File: src/rtl/sram_arbiter_pkg.sv
// Shared SRAM-bus widths, arbiter state encoding and grant ids, reused by any
// later master ports (e.g. a cache refill port) that join the arbiter.
package sram_arbiter_pkg;

  localparam int unsigned ADDR_BUS    = 32;
  localparam int unsigned DATA_BUS    = 32;
  localparam int unsigned MEM_SEL_BUS = 4;

  typedef enum logic [2:0] {
    ST_IDLE      = 3'd0,
    ST_ISSUE     = 3'd1,
    ST_WAIT_LOW  = 3'd2,
    ST_WAIT_HIGH = 3'd3,
    ST_DONE      = 3'd4
  } arb_state_e;

  typedef enum logic {
    GRANT_INST = 1'b0,
    GRANT_DATA = 1'b1
  } grant_e;

endpackage

File: src/rtl/sram_arbiter.sv
// Two-master (inst/data) to one-slave SRAM-style arbiter: one transaction in
// flight, alternating tie-break, registered ready pulse and read data per master.
module sram_arbiter
  import sram_arbiter_pkg::*;
#(
  parameter int unsigned ADDR_W = ADDR_BUS,
  parameter int unsigned DATA_W = DATA_BUS,
  parameter int unsigned SEL_W  = MEM_SEL_BUS
) (
  input  logic              clk,
  input  logic              rst,
  input  logic              inst_en,
  input  logic [ADDR_W-1:0] inst_addr,
  output logic              inst_ready,
  output logic [DATA_W-1:0] inst_read_data,
  input  logic              data_en,
  input  logic [SEL_W-1:0]  data_write_en,
  input  logic [ADDR_W-1:0] data_addr,
  input  logic [DATA_W-1:0] data_write_data,
  output logic              data_ready,
  output logic [DATA_W-1:0] data_read_data,
  output logic              bus_en,
  input  logic              bus_ready,
  output logic [SEL_W-1:0]  bus_write_en,
  output logic [ADDR_W-1:0] bus_addr,
  output logic [DATA_W-1:0] bus_write_data,
  input  logic [DATA_W-1:0] bus_read_data
);

  arb_state_e state, state_next;
  grant_e     grant, last_grant, grant_sel_c;
  logic       take_c, capture_c;

  always_ff @(posedge clk or posedge rst) begin
    if (rst) state <= ST_IDLE;
    else     state <= state_next;
  end

  // Next state, grant choice (data wins a tie unless it won last time).
  always_comb begin
    state_next  = state;
    take_c      = 1'b0;
    capture_c   = 1'b0;
    grant_sel_c = GRANT_INST;
    unique case (state)
      ST_IDLE: begin
        if (inst_en || data_en) begin
          take_c      = 1'b1;
          state_next  = ST_ISSUE;
          grant_sel_c = (data_en && (!inst_en || last_grant == GRANT_INST))
                        ? GRANT_DATA : GRANT_INST;
        end
      end
      ST_ISSUE:     if (bus_ready)  state_next = ST_WAIT_LOW;
      ST_WAIT_LOW:  if (!bus_ready) state_next = ST_WAIT_HIGH;
      ST_WAIT_HIGH: begin
        if (bus_ready) begin
          capture_c  = 1'b1;
          state_next = ST_DONE;
        end
      end
      ST_DONE:      state_next = ST_IDLE;
      default:      state_next = ST_IDLE;
    endcase
  end

  // Request latch, grant bookkeeping and registered outputs.
  always_ff @(posedge clk or posedge rst) begin
    if (rst) begin
      grant          <= GRANT_INST;
      last_grant     <= GRANT_INST;
      bus_en         <= 1'b0;
      bus_addr       <= '0;
      bus_write_en   <= '0;
      bus_write_data <= '0;
      inst_ready     <= 1'b0;
      data_ready     <= 1'b0;
      inst_read_data <= '0;
      data_read_data <= '0;
    end else begin
      bus_en     <= (state_next == ST_ISSUE);
      inst_ready <= capture_c && (grant == GRANT_INST);
      data_ready <= capture_c && (grant == GRANT_DATA);
      if (take_c) begin
        grant <= grant_sel_c;
        if (grant_sel_c == GRANT_DATA) begin
          bus_addr       <= data_addr;
          bus_write_en   <= data_write_en;
          bus_write_data <= data_write_data;
        end else begin
          bus_addr       <= inst_addr;
          bus_write_en   <= '0;
          bus_write_data <= '0;
        end
      end
      if (capture_c && grant == GRANT_INST) inst_read_data <= bus_read_data;
      // Stores complete without disturbing the last load result.
      if (capture_c && grant == GRANT_DATA && bus_write_en == '0)
        data_read_data <= bus_read_data;
      if (state == ST_DONE) last_grant <= grant;
    end
  end

endmodule

File: config.mk
export PLATFORM = sky130hd
export DESIGN_NAME = sram_arbiter
export DESIGN_NICKNAME = d
export VERILOG_FILES = /design/src/rtl/sram_arbiter_pkg.sv /design/src/rtl/sram_arbiter.sv
export SDC_FILE = /design/constraint.sdc
export NUM_CORES = 1
export LEC_CHECK = 0
export BUFFER_PORTS_ARGS = -buffer_cell sky130_fd_sc_hd__buf_2
export CAP_MARGIN = 20
export CORE_AREA = 2 2 106 149
export DETAILED_ROUTE_END_ITERATION = 16
export DIE_AREA = 0 0 108 151
export GPL_TIMING_DRIVEN = 0
export PLACE_DENSITY = 0.68
export SETUP_SLACK_MARGIN = 0.4
export SKIP_CTS_REPAIR_TIMING = 1
export SLEW_MARGIN = 20
export SYNTH_ARGS = -nofsm -noshare
export SYNTH_HDL_FRONTEND = slang
export SYNTH_SLANG_ARGS = --single-unit
export TNS_END_PERCENT = 1
File: constraint.sdc
create_clock -name clk -period 5.3 [get_ports clk]
set_input_delay 1.06 -clock clk [delete_from_list [all_inputs] [get_ports clk]]
set_output_delay 1.06 -clock clk [all_outputs]
set_load 0.03 [all_outputs]
# Word level (Yosys, flattened, before mapping)
# Index checks and enable logic that the tools add are counted.
word_totals:
  output_inout_bits: 135
  reg_bits: 140
  wordCells: 42
op_classes:
  n_mux: 15
  bitwise_logic: 2
  reduce_logical: 9
  n_eq_ne: 5
ops:
  columns: ["operator", "count"]
  rows:
  - ["$mux W32", 2]
  - ["$mux W3", 4]
  - ["$pmux W3 S4", 1]
  - ["$mux W1", 7]
  - ["$eq A3 B1 Y1 const B", 2]
  - ["$eq A3 B2 Y1 const B", 2]
  - ["$logic_and A1 B1 Y1", 4]
  - ["$logic_not A4 Y1", 1]
  - ["$mux W4", 1]
  - ["$eq A3 B3 Y1 const B", 1]
  - ["$logic_not A3 Y1", 1]
  - ["$logic_or A1 B1 Y1", 2]
  - ["$not A1 Y1", 2]
  - ["$logic_not A1 Y1", 1]

# Longest topological paths before layout
# Gate-level depths: netlist (run 1).
depth:
  ltp_word: 7
  ltp_mapped: 5

# Worst setup path after synthesis (run 1)
# Ideal clock, no wire load.
synth_path:
  kind: "input port to flip-flop"
  startpoint: "input port bus_ready"
  endpoint: "register inst_read_data[10]"
  slack_ns: 3.156
  stages: 5
  setup_ns: 0.125
  arrival_time_ns: 2.019
  n_path_buf: 2
  t_required_ns: 5.175
  cell_sequence: "and4b_4 nor2b_4 buf_6 buf_12 mux2_4"
synth_via:
  elab_chain_cells: 3
synth_rtl:
  columns: ["element", "line_no", "rtl"]
  rows:
  - ["start: declaration", "sram_arbiter.sv:23", "input logic bus_ready,"]
  - ["$mux W1", "sram_arbiter.sv:57", "if (bus_ready) begin"]
  - ["$mux W1", "sram_arbiter.sv:45", "unique case (state)"]
  - ["$logic_and A1 B1 Y1", "sram_arbiter.sv:96", "if (capture_c && grant == GRANT_INST) inst_read_data <= bus_read_data;"]
  - ["end signal: assignment", "sram_arbiter.sv:96", null]
  - ["end: declaration", "sram_arbiter.sv:15", "output logic [DATA_W-1:0] inst_read_data,"]
# No other way between the ends.
# A chain may end at the register's enable or synchronous reset.

# Worst setup path after layout (run 1)
layout_path:
  startpoint: "register bus_write_en[0]"
  endpoint: "output port bus_write_en[0]"
layout_rtl:
  columns: ["element", "line_no", "rtl"]
  rows:
  - ["start: declaration", "sram_arbiter.sv:24", "output logic [SEL_W-1:0] bus_write_en,"]
  - ["start signal: assignment", "sram_arbiter.sv:88", "bus_write_en <= data_write_en;"]
# No word-level cell between the ends.

==> results of run 1 <==
==> cell families (layout without fill, tap and decap cells) <==
family	count (synthesis)	after routing	synth area share, %
flip-flops	140	140	60.7
AO/OA/AOI/OAI	138	138	16.0
multiplexers	65	65	14.6
AND/OR/NAND/NOR	45	45	4.16
buffers and inverters	36	340	4.34
XOR/XNOR	1	1	0.152
==> metal layers <==
| metal | global-route usage, % | vias up |
|---|---|---|
| met1 | 22.8 | 2246 |
| li1 | - | 2139 |
| met3 | 4.95 | 21 |
| met5 | 0 | - |
| met4 | 6.73 | 0 |
| met2 | 30.7 | 194 |
==> sequential cells by signal (all words and copies together) (netlist names) <==
register        flops
grant               1
last_grant          1
bus_addr           32
bus_write_en        4
bus_en              1
bus_write_data     32
state               3
inst_ready          1
data_ready          1
inst_read_data     32
data_read_data     32
==> where the power goes <==
part           leakage [uW]  internal, uW  switching [uW]
clock network      0.000259           669             433
logic               0.00214           863            1580
registers           0.00177          1520             253
total               0.00417          3060            2270
==> placed cells by master, fill, tap and decap left out <==
master,instances
mux2_1,30
mux2_4,29
nor3_2,1
buf_2,282
dfrtp_1,140
buf_16,1
clkbuf_8,2
nand3_4,1
a21o_1,1
inv_8,1
buf_12,3
buf_6,7
and2_2,1
nor4_2,1
nor2_8,1
o41ai_1,1
nor2_1,35
clkbuf_16,17
or3_1,1
clkinv_2,3
xor2_1,1
nand2_1,2
clkinvlp_4,5
bufinv_16,1
clkbuf_1,16
o31ai_1,33
and4b_4,1
a22o_1,36
o21ai_0,32
mux2_2,6
a21oi_1,32
inv_6,1
a21bo_2,1
a21boi_1,1
nor2b_4,1
inv_1,1
o21ai_2,1
==> layout make-up <==
class,count,share of cell area [%]
clock buffer,22,5.83
sequential,140,44.0
inverter,2,0.189
multi-input combinational,249,25.3
timing repair buffer,272,17.4
buffer,34,3.05
clock inverter,10,1.15
tap,192,3.02
==> metrics by stage <==
step / TNS, ps / worst slack, ps / instances
finish: 0 / 3220 / 921
global route: 0 / 3160 / 921
CTS: 0 / 3180 / 921
detailed placement: 0 / 2860 / 889
global placement: -129700 / -937 / 888
floorplan: 0 / 487 / 425
==> final timing paths <==
| check | start | end | slack [ps] | cells after the start |
|---|---|---|---|---|
| min in group asynchronous | rst | inst_read_data[10]$_DFFE_PP0P_ | 690 | 2 |
| max in group asynchronous | rst | bus_write_data[27]$_DFFE_PP0P_ | 3880 | 3 |
| hold / removal | data_read_data[27]$_DFFE_PP0P_ | data_read_data[27]$_DFFE_PP0P_ | 480 | 1 |
| setup reg to reg | state[2]$_DFF_PP0_ | bus_addr[2]$_DFFE_PP0P_ | 3450 | 4 |
| setup / recovery | bus_write_en[0]$_DFFE_PP0P_ | bus_write_en[0] | 3220 | 1 |
| hold reg to reg | data_read_data[27]$_DFFE_PP0P_ | data_read_data[27]$_DFFE_PP0P_ | 480 | 1 |
==> impl_metrics.csv, run 1 <==
group,metric,value,unit
outcome,outcome,"finished, final reports clean",
yosys,synth_cell_type_count,29,
sta,skew,11.5,ps
layout,areaGrowthSynthToFinish,37.9,%
yosys,synth_flop_cell,"dfrtp_1",
yosys,yosysSeqAreaShare,60.7,%
sta,worst_pin_slew,512,ps
critical_path,crit_buf_inv,1,
yosys,synth_cells,425,
yosys,synth_top_area_share,60.7,%
pwr,power_density,669,mW/mm2
pwr,peakVddDrop,0.319,mV
yosys,syn_nets,562,
global_route,overflow,0,
layout,finalNetCount,853,
clock_network,cts_root_buf,"clkbuf_16",
layout,fin_area,0.00796,mm2
min_path,min-delay-path-class,"reg2reg",
yosys,synthTopCellsByCount,"dfrtp_1, a22o_1, nor2_1, o31ai_1",
critical_path,critPathRequiredTime,4240,ps
floorplanning,core,0.0149,mm2
critical_path,worst_path_largest_cell_delay,390,ps
clock_network,numCtsBuffers,17,
place,gp_congestion,0.796,
sta,post-route-period-util,39.3,%
sta,finalMaxSlewViolations,0,
clock_network,clk_latency,410,ps
global_route,grt_max_degree,78,
detailed_routing,routed_wl,15000,um
place,placed_area,0.00740,mm2
critical_path,critical_path.top_delay_family,"flip-flops",
floorplanning,io_pins,272,
critical_path,criticalPathCategory,"reg2out",
detailed_routing,top_layer_used,"met4",
detailed_routing,first_pass_iters,4,
clock_network,clk_path_buf_depth,2,
detailed_routing,met3WireLength,893,um
sta,rsz0062_at_grt,"no",
yosys,synth.most_common_cell,"dfrtp_1",
floorplanning,start_util,38.7,%
detailed_routing,routedWlPerCell,16.3,um
layout,post-route-util,53.3,%
yosys,synth-edff-count,0,
floorplanning,chipHeight,151,um
critical_path,endpoint_kind,"primary output",
pwr,power_leakage,0.00417,uW
global_route,grt_first_pass_wirelength,23400,um
layout,diodes,0,
layout,multi_input_area,0.00202,mm2
yosys,ys_seq_elements,140,
global_route,grt_pass1_vias,4635,
layout,layout-drive-gt1-share,50.3,%
layout,regArea,0.00350,mm2
job,drv_cap,0,
detailed_routing,routed_via_density,4.99,
sta,whs,481,ps
clock_network,clock-sinks,140,
sta,finalSetupViolations,0,
yosys,synth.area.top_cells,"dfrtp_1, mux2_4, mux2_1",
detailed_routing,wl_met1,6170,um
detailed_routing,drt_iter0_drc,275,
floorplanning,rows,53,
layout,nFillCells,1305,
floorplanning,die_width,108,um
critical_path,worstPathMaxFanout,3,
pwr,totalPowerFinal,5320,uW
sta,post-route-min-period,2080,ps
floorplanning,die-area,0.0163,mm2
global_route,antenna_found_initial,0,
detailed_routing,route.detailed.drc,0,
critical_path,cp.arrival,1020,ps
detailed_routing,drtAntennaViolNets,0,
clock_network,path_clk_slew,50,ps
place,io_buffers,271,
yosys,synthArstFlopShare,100,%
sta,slew_headroom,65.7,%
yosys,yosys.area.top_type,"dfrtp_1",
sta,fmax,0.480,GHz
critical_path,crit_path_start_kind,"register",
clock_network,htreeDepth,4,
critical_path,path_cells,"buf_2",
yosys,synthesis.area,0.00577,mm2
global_route,groute.usage.overall,18.4,%
yosys,ys.warnings.count,0,
clock_network,cts_tree,"done",
detailed_routing,vias,4600,
place,dp_hpwl,11300,um
sta,finalHoldViolCount,0,
detailed_routing,met2_length,7710,um
yosys,synth_area_per_cell,13.6,um2
critical_path,crit_slowest_cell,"dfrtp_1",
No activity file was read; power rests on OpenSTA's default activity.
==> run 2, diff against run 1 <==
- PLACE_DENSITY: 0.68 -> 0.71
- clock period: 5.3 -> 1.87 ns (I/O delays scaled with it)
==> impl_metrics.csv, run 2 (synthesis gave the netlist of run 1 again) <==
group,metric,value,unit
outcome,outcome,"finished, final reports clean",
critical_path,crit_path_start_kind,"register",
detailed_routing,met3WireLength,1070,um
global_route,grt_pass1_vias,4757,
detailed_routing,drtAntennaViolNets,0,
global_route,overflow,0,
detailed_routing,met2_length,8430,um
pwr,switching_power,6660,uW
critical_path,critPathRequiredTime,2150,ps
sta,finalSetupViolations,0,
pwr,p_sw_share,43.0,%
min_path,whs_path_depth,2,
clock_network,numCtsBuffers,17,
place,gp_congestion,0.799,
pwr,seq_power_share,32.6,%
global_route,antenna_found_initial,1,
layout,final_cell_mix,"buf_2, dfrtp_1, a22o_1",
clock_network,clk_path_buf_depth,2,
layout,post-route-util,55.0,%
detailed_routing,first_pass_iters,4,
pwr,peakVddDrop,0.906,mV
sta,worst_pin_slew,480,ps
floorplanning,chipHeight,151,um
sta,post-route-min-period,1730,ps
layout,areaGrowthSynthToFinish,42.2,%
layout,layout_commonest_cell,"buf_2",
layout,layout-drive-gt1-share,52.2,%
pwr,power_frac_comb,45.9,%
sta,finalMaxSlewViolations,0,
pwr,power_leakage,0.00429,uW
detailed_routing,drt_iter0_drc,209,
detailed_routing,wl_met1,5900,um
sta,finalHoldViolCount,0,
place,io_buffers,271,
detailed_routing,top_layer_used,"met5",
detailed_routing,vias,4651,
sta,fmax,0.577,GHz
layout,finalNetCount,864,
floorplanning,io_pins,272,
clock_network,htreeDepth,4,
min_path,min-delay-path-class,"in2reg",
critical_path,rr_worst_depth,5,
critical_path,worst_path_largest_cell_delay,440,ps
critical_path,crit_slowest_cell,"dfrtp_2",
sta,rsz0062_at_grt,"yes",
critical_path,cp.arrival,2010,ps
clock_network,clk_latency,400,ps
pwr,clock_power_share,21.5,%
floorplanning,die-area,0.0163,mm2
pwr,power_density,1890,mW/mm2
clock_network,path_clk_slew,70,ps
global_route,grt_first_pass_wirelength,23700,um
detailed_routing,routed_wl,15600,um
critical_path,path_cells,"and4b_4 > nor2b_4 > buf_12 > buf_12 > mux2_4",
layout,diodes,0,
critical_path,endpoint_kind,"register",
floorplanning,rows,53,
clock_network,cts_tree,"done",
sta,post-route-period-util,92.6,%
pwr,p_int,8830,uW
clock_network,cts_root_buf,"clkbuf_16",
sta,slew_headroom,68.0,%
global_route,grt_max_degree,35,
place,dp_hpwl,11800,um
clock_network,clock-sinks,140,
sta,skew,13.2,ps
detailed_routing,routedWlPerCell,16.8,um
sta,whs,192,ps
pwr,totalPowerFinal,15500,uW
detailed_routing,routed_via_density,4.99,
floorplanning,core,0.0149,mm2
global_route,groute.usage.overall,18.5,%
floorplanning,start_util,38.7,%
floorplanning,die_width,108,um
job,drv_cap,0,
critical_path,criticalPathCategory,"reg2reg",
critical_path,cpMostUsedCell,"buf_12",
detailed_routing,route.detailed.drc,0,
critical_path,worstPathMaxFanout,10,
-- run 2: area by class of cell --
cell class,instances,area [um2]
Buffer,34,259
Clock buffer,18,439
Sequential cell,140,3510
Clock inverter,14,153
Multi-Input combinational cell,249,2020
Fill cell,1264,6720
Inverter,2,11.3
Tap cell,192,240
Timing Repair Buffer,283,1570
-- run 2: worst paths after layout --
check / start / slack (ps) / endpoint
min: data_write_data[21] / 190 / bus_write_data[21]$_DFFE_PP0P_
max in group asynchronous: rst / 630 / bus_addr[3]$_DFFE_PP0P_
min reg2reg: data_read_data[29]$_DFFE_PP0P_ / 480 / data_read_data[29]$_DFFE_PP0P_
max reg2reg: state[2]$_DFF_PP0_ / 140 / inst_read_data[0]$_DFFE_PP0P_
max: state[2]$_DFF_PP0_ / 140 / inst_read_data[0]$_DFFE_PP0P_
min in group asynchronous: rst / 550 / inst_read_data[21]$_DFFE_PP0P_
-- run 2: power by group through the flow --
stage | clock network [uW] | logic, uW | registers (uW)
6_report | 3330 | 7100 | 5050
5_1_grt | 3560 | 7590 | 5220
4_1_cts | 3430 | 7030 | 5050
3_5_place_dp | 0 | 7030 | 5070
3_3_place_gp | 0 | 6830 | 5030
2_1_floorplan | 0 | 2430 | 7450
-- run 2: through the flow --
stage | setup TNS, ps | instances | cell area [um2] | setup slack (ps)
after floorplan | -35430 | 425 | 5770 | -253
after global placement | -146470 | 888 | 7370 | -1050
after detailed placement | -1580 | 893 | 7480 | -84.5
after CTS | -2830 | 925 | 8080 | -109
after global routing | 0 | 932 | 8200 | 98.5
final | 0 | 932 | 8200 | 138
-- run 2: metal layers --
metal,global-route usage (%),vias up
met5,0,-
met2,33.2,210
li1,-,2162
met4,6.47,2
met1,21.4,2258
met3,4.65,19
-- run 2: critical path: cells and delay by family (launching register included) --
family                 cells  cell delay [ps]
buffers and inverters      2              300
flip-flops                 1              440
multiplexers               1              300
AND/OR/NAND/NOR            2              550
==> run 3, diff against run 2 <==
- CELL_PAD_IN_SITES_DETAIL_PLACEMENT: default -> 1
- CELL_PAD_IN_SITES_GLOBAL_PLACEMENT: default -> 2
- CORE_AREA: 2 2 106 149 -> 2 2 129 182
- DIE_AREA: 0 0 108 151 -> 0 0 131 184
- PLACE_DENSITY: 0.71 -> default
- PLACE_DENSITY_LB_ADDON: default -> 0.1
==> impl_metrics.csv, run 3 (synthesis gave the netlist of run 1 again) <==
group,metric,value,unit
place,dp_slack,-196,ps
clock_network,cts_tree,"done",
clock_network,clk_latency,420,ps
critical_path,critPathRequiredTime,2170,ps
layout,layout_commonest_cell,"buf_2",
detailed_routing,routed_via_density,4.50,
pwr,clock_power_share,19.9,%
global_route,groute.usage.overall,15.7,%
floorplanning,rows,65,
detailed_routing,route.detailed.drc,0,
floorplanning,die-area,0.0241,mm2
pwr,power_leakage,0.00424,uW
pwr,peakVddDrop,0.666,mV
place,gp_congestion,0.744,
critical_path,cp.arrival,1980,ps
clock_network,htreeDepth,4,
sta,rsz0062_at_grt,"yes",
place,dp_hpwl,14600,um
pwr,power_density,1870,mW/mm2
floorplanning,chipHeight,184,um
sta,worst_pin_slew,597,ps
sta,whs,19.9,ps
pwr,seq_power_share,33.1,%
detailed_routing,top_layer_used,"met5",
sta,finalSetupViolations,0,
sta,fmax,0.595,GHz
sta,finalHoldViolCount,0,
detailed_routing,vias,4672,
detailed_routing,routed_wl,18900,um
clock_network,path_clk_slew,60,ps
critical_path,worstPathMaxFanout,10,
critical_path,crit_slowest_cell,"dfrtp_2",
layout,fin_area,0.00819,mm2
critical_path,endpoint_kind,"register",
detailed_routing,wl_met1,6930,um
critical_path,criticalPathCategory,"reg2reg",
layout,finalNetCount,861,
global_route,overflow,0,
global_route,antenna_found_initial,2,
floorplanning,start_util,25.8,%
detailed_routing,met3WireLength,1130,um
clock_network,cts_root_buf,"clkbuf_16",
pwr,power_frac_comb,47.1,%
global_route,grt_first_pass_wirelength,28800,um
sta,timing.final.ws_setup,189,ps
clock_network,numCtsBuffers,17,
global_route,grt_pass1_vias,5087,
min_path,min-delay-path-class,"in2async",
critical_path,worst_path_largest_cell_delay,430,ps
detailed_routing,met2_length,10500,um
pwr,p_int,8660,uW
pwr,switching_power,6640,uW
sta,skew,9.31,ps
critical_path,path_cells,"and4b_4 > nor2b_4 > buf_8 > buf_12 > mux2_4",
floorplanning,die_width,131,um
detailed_routing,first_pass_iters,4,
place,io_buffers,271,
place,placed_area,0.00759,mm2
layout,nFillCells,2539,
pwr,p_sw_share,43.4,%
layout,layout-drive-gt1-share,52.0,%
outcome,outcome,"finished, final reports clean",
sta,finalMaxSlewViolations,0,
critical_path,crit_path_start_kind,"register",
detailed_routing,drt_iter0_drc,75,
floorplanning,core,0.0224,mm2
job,drv_cap,0,
detailed_routing,drtAntennaViolNets,0,
clock_network,clock-sinks,140,
sta,slew_headroom,60.1,%
clock_network,clk_path_buf_depth,2,
sta,post-route-min-period,1680,ps
layout,final_cell_mix,"buf_2, dfrtp_1, a22o_1",
layout,areaGrowthSynthToFinish,41.9,%
floorplanning,io_pins,272,
sta,post-route-period-util,89.9,%
detailed_routing,routedWlPerCell,18.2,um
global_route,grt_max_degree,34,
## run 3: worst max-delay path: cells and delay by family (launching register included)
kind / cells / cell delay [ps]
mux: 1 / 310
simple gates: 2 / 530
flops: 1 / 430
buf+inv: 2 / 300
## run 3: path summary, 6_finish.rpt
path	start	endpoint	slack (ps)	cells past startpoint
setup / recovery	state[2]$_DFF_PP0_	inst_read_data[0]$_DFFE_PP0P_	190	5
hold / removal	rst	inst_read_data[21]$_DFFE_PP0P_	20	2
setup reg to reg	state[2]$_DFF_PP0_	inst_read_data[0]$_DFFE_PP0P_	190	5
hold reg to reg	data_read_data[1]$_DFFE_PP0P_	data_read_data[1]$_DFFE_PP0P_	480	1
max in group asynchronous	rst	state[1]$_DFF_PP0_	1030	4
min in group clk	data_write_data[24]	bus_write_data[24]$_DFFE_PP0P_	180	2
## run 3: power by group through the flow
stage | Clock [uW] | Combinational (uW) | Sequential (uW)
4_1_cts | 3160 | 7210 | 5070
3_5_place_dp | 0 | 7200 | 5100
3_3_place_gp | 0 | 7090 | 5050
6_report | 3040 | 7200 | 5060
2_1_floorplan | 0 | 2430 | 7450
5_1_grt | 3280 | 7710 | 5250
## run 3: stage by stage
step	util [%]	setup TNS [ps]	std cells	power, uW
after floorplan	-	-35430	425	9880
after global placement	33.6	-180970	997	12100
after detailed placement	33.9	-4060	1001	12300
after CTS	36.3	-5660	1032	15400
after global routing	36.6	0	1038	16200
final	36.6	0	1038	15300
## run 3: area by class of cell
type / instances / area [um2] / area share, %
inverter: 2 / 11.3 / 0.138
tap: 301 / 377 / 4.60
antenna: 1 / 2.50 / 0.0306
timing repair buffer: 280 / 1490 / 18.2
buffer: 34 / 255 / 3.12
clock buffer: 24 / 482 / 5.88
sequential: 140 / 3510 / 42.8
clock inverter: 7 / 41.3 / 0.504
multi-input combinational: 249 / 2030 / 24.7
## run 3: per-layer routing
metal / up-vias / GRT usage (%)
met5: - / 0
met4: 2 / 6.09
met3: 25 / 4.42
met2: 153 / 28.8
met1: 2341 / 16.8
li1: 2151 / -
